File: src/rtl/sram_sp_arb2.sv
// sram_sp_arb2: round-robin arbiter sharing one single-port synchronous SRAM
// between two valid/ready requesters, with one-cycle read responses per port.
module sram_sp_arb2 #(
    parameter int AW = 10,
    parameter int DW = 16
) (
    input  logic          clk,
    input  logic          rst,
    input  logic          a_req_valid,
    output logic          a_req_ready,
    input  logic          a_req_we,
    input  logic [AW-1:0] a_req_adr,
    input  logic [DW-1:0] a_req_wdata,
    output logic          a_rsp_valid,
    output logic [DW-1:0] a_rsp_rdata,
    input  logic          b_req_valid,
    output logic          b_req_ready,
    input  logic          b_req_we,
    input  logic [AW-1:0] b_req_adr,
    input  logic [DW-1:0] b_req_wdata,
    output logic          b_rsp_valid,
    output logic [DW-1:0] b_rsp_rdata,
    output logic          sram_me,
    output logic          sram_we,
    output logic [AW-1:0] sram_adr,
    output logic [DW-1:0] sram_d,
    input  logic [DW-1:0] sram_q
);
    logic          prio, rd_pend_a, rd_pend_b, gnt_a, gnt_b;
    logic [DW-1:0] a_hold, b_hold;

    // B only wins when A is idle or B holds the priority pointer
    assign gnt_a = ~rst & a_req_valid & (~b_req_valid | ~prio);
    assign gnt_b = ~rst & b_req_valid & ~gnt_a;

    assign a_req_ready = gnt_a;
    assign b_req_ready = gnt_b;
    assign sram_me     = gnt_a | gnt_b;
    assign sram_we     = gnt_b ? b_req_we : gnt_a & a_req_we;
    assign sram_adr    = gnt_b ? b_req_adr : a_req_adr;
    assign sram_d      = gnt_b ? b_req_wdata : a_req_wdata;
    assign a_rsp_valid = rd_pend_a;
    assign b_rsp_valid = rd_pend_b;
    assign a_rsp_rdata = rd_pend_a ? sram_q : a_hold;
    assign b_rsp_rdata = rd_pend_b ? sram_q : b_hold;

    always_ff @(posedge clk or posedge rst) begin
        if (rst) begin
            prio      <= 1'b0;
            rd_pend_a <= 1'b0;
            rd_pend_b <= 1'b0;
            a_hold    <= '0;
            b_hold    <= '0;
        end else begin
            prio      <= gnt_a ? 1'b1 : gnt_b ? 1'b0 : prio;
            rd_pend_a <= gnt_a & ~a_req_we;
            rd_pend_b <= gnt_b & ~b_req_we;
            if (rd_pend_a) a_hold <= sram_q;
            if (rd_pend_b) b_hold <= sram_q;
        end
    end
endmodule

File: config.mk
export PLATFORM = sky130hd
export DESIGN_NAME = sram_sp_arb2
export DESIGN_NICKNAME = d
export VERILOG_FILES = /design/src/rtl/sram_sp_arb2.sv
export SDC_FILE = /design/constraint.sdc
export NUM_CORES = 1
export LEC_CHECK = 0
export BUFFER_PORTS_ARGS = -buffer_cell sky130_fd_sc_hd__buf_4
export CORE_ASPECT_RATIO = 1.2
export CORE_UTILIZATION = 30
export DETAILED_ROUTE_END_ITERATION = 8
export SYNTH_ARGS = -nofsm -noshare
export SYNTH_HDL_FRONTEND = slang
export SYNTH_SLANG_ARGS = --single-unit
File: constraint.sdc
create_clock -name clk -period 5.8 [get_ports clk]
set_input_delay 1.16 -clock clk [delete_from_list [all_inputs] [get_ports clk]]
set_output_delay 1.16 -clock clk [all_outputs]
set_load 0.05 [all_outputs]
==> results.cfg <==
[sta]
slew_violations = 0
tightest_slew_ns = 0.774
worst_clock_skew_ns = 0.00516
setup_violations = 0
tns_ns = 0
slew_headroom = 0.484
fin_hold_ws_ns = 0.497
rsz0062_at_grt = no
period_share = 0.617
hold_viol_final = 0
fin_ws_ns = 2.22
fin_crit_ns = 3.58
fmax_ghz = 0.280

[run]
drv_cap = 0

[placement]
dpl_cell_area_um2 = 2800
hpwl_um = 3730
place_worst_setup_slack_ns = 2.19
dp.cells = 309
gp_congestion = 0.741
numPortBuffers = 137

[detailed_routing]
ant_nets = 0
dr_total_vias = 1471
drt_iter0_markers = 48
wirelength_um = 4710
dr.pass1.iters = 6
viasPerCell = 4.64
drc = 7
wl_per_cell_um = 14.9

[finish]
seqCellArea_um2 = 876
mostFrequentLayoutCell = buf_4
final_area_um2 = 2930
drive_gt1_frac = 0.804
diodes = 0
final_cell_mix = buf_4, mux2_2, dfrtp_1
syn2layout_area_growth_pct = 69.7
final_cell_count_no_fill = 317
nNetsFinal = 328
num-fill-cells = 490
multi_input_area_um2 = 801

[worst_setup_path]
cpMostUsedCell = buf_4
critPathArrivalTime_ns = 2.42
cp_max_fo = 28
worst_setup_path_end_kind = output port
worstPathCellList = buf_4 -> inv_1 -> nand3_4 -> mux2_2 -> buf_4
max_stage_delay_ns = 0.45
worstSetupStartpointType = primary input
path_class = primary input to output port
cp.required_ns = 4.64
slowest_stage = mux2_2

[pwr]
powerDensity_nw_per_um2 = 385
p_switching_w = 0.000460
ir_drop_v = 0.000158
internal_power_w = 0.000668
power_frac_comb = 0.492
clockPowerShare = 0.227
switching_share = 0.408
p_leak_nw = 1.51
seq_power_share = 0.282

[grt]
antenna_found_initial = 0
grt_pass1_wl_um = 7120
first_global_vias = 1520
grt_usage = 0.154
grt_overflow = 0
grt_start_max_net_pins = 38

[cts]
clk_latency_ns = 0.28
clock_sinks = 35
cts_max_level = 2
cts_buffers = 5
cts_hold_buf = 0
clk_pin_slew_ns = 0.07
cts_setup_buffers = 0
cts_tree = yes
cts_buffer_depth = 2
cts_root_buf = clkbuf_8
cts_resized = 0

[logic_synthesis]
syn-num-nets = 189
avgSynthCellArea_um2 = 15.0
synth.top_cell.area_share = 0.507
yosysWarnings = 0
netlist_instances = 115
synth_seq_area_share = 0.507
synth_area_um2 = 1730
netlist-cell-type-count = 14
ys_ff_latch = 35
synth_area_leaders = dfrtp_1, mux2_2, mux2_4
synth_top_area_cell = dfrtp_1

[floorplan]
rows = 29
io_pins = 138
die_area_um2 = 6060
initial_utilization = 0.319
coreArea_um2 = 5410
dieHeight_um = 85.1
fp.dieW_um = 71.3

[min_path]
hold_class = flip-flop to flip-flop

[outcome]
outcome = complete, but fails checks
violations = DRC
[registers in the layout (all words and copies together) (netlist names)]
signal,cells
b_hold,16
prio,1
b_rsp_valid,1
a_rsp_valid,1
a_hold,16
[metrics by stage]
| step | util | total power (W) |
|---|---|---|
| after floorplan | - | 0.000712 |
| after global placement | 0.517 | 0.000881 |
| after detailed placement | 0.517 | 0.000884 |
| after CTS | 0.542 | 0.00114 |
| after global routing | 0.542 | 0.00118 |
| final | 0.542 | 0.00113 |
[logic make-up (layout without fill, tap and decap cells)]
logic type             count (synthesis)  after routing  synth area share
AOI/OAI and AO/OA                      3              3           0.00942
and+or+nand+nor                       11             11            0.0370
buffers and inverters                  8            148            0.0290
muxes                                 58             58             0.417
DFF                                   35             35             0.507
[cells in the mapped netlist (all sizes together)]
master   n
mux2    58
dfrtp   35
buf      6
nor2     4
nand3    3
a21oi    2
inv      2
nand2    2
a31oi    1
nand2b   1
nor3     1
[worst paths after layout]
path                                to  slack [ns]  cells past startpoint        start
max                        sram_adr[2]        2.22                      5          rst
min                          b_hold[2]        0.50                      1    b_hold[2]
max reg2reg                 b_hold[14]        4.40                      1  b_rsp_valid
min reg2reg                  b_hold[2]        0.50                      1    b_hold[2]
max in group asynchronous    a_hold[4]        4.38                      3          rst
min in group asynchronous  a_rsp_valid        1.09                      3          rst
[worst max-delay path: cells and delay by family]
family / cells / cell delay, ns
muxes: 1 / 0.45
buffers and inverters: 3 / 0.41
and+or+nand+nor: 1 / 0.38
[layout make-up]
cell class / instances / share of cell area
clock buffer: 6 / 0.0248
tap: 62 / 0.0265
clock inverter: 2 / 0.0205
multi-input combinational: 72 / 0.273
inverter: 2 / 0.00256
sequential: 35 / 0.299
timing repair buffer: 138 / 0.354
[per-layer routing]
metal,track usage,share of wire
met1,0.164,0.36
met2,0.276,0.51
met3,0.0724,0.13
met4,0.0327,0.0068
met5,0,0
[power groups by stage]
stage                     clock network, W  registers [W]  logic, W
after global placement                   0       0.000322  0.000559
after floorplan                          0       0.000318  0.000394
after CTS                         0.000265       0.000319  0.000561
final                             0.000256       0.000318  0.000555
after detailed placement                 0       0.000324  0.000560
after global routing              0.000280       0.000325  0.000579
Note: power is estimated with default switching activity, not from simulation.
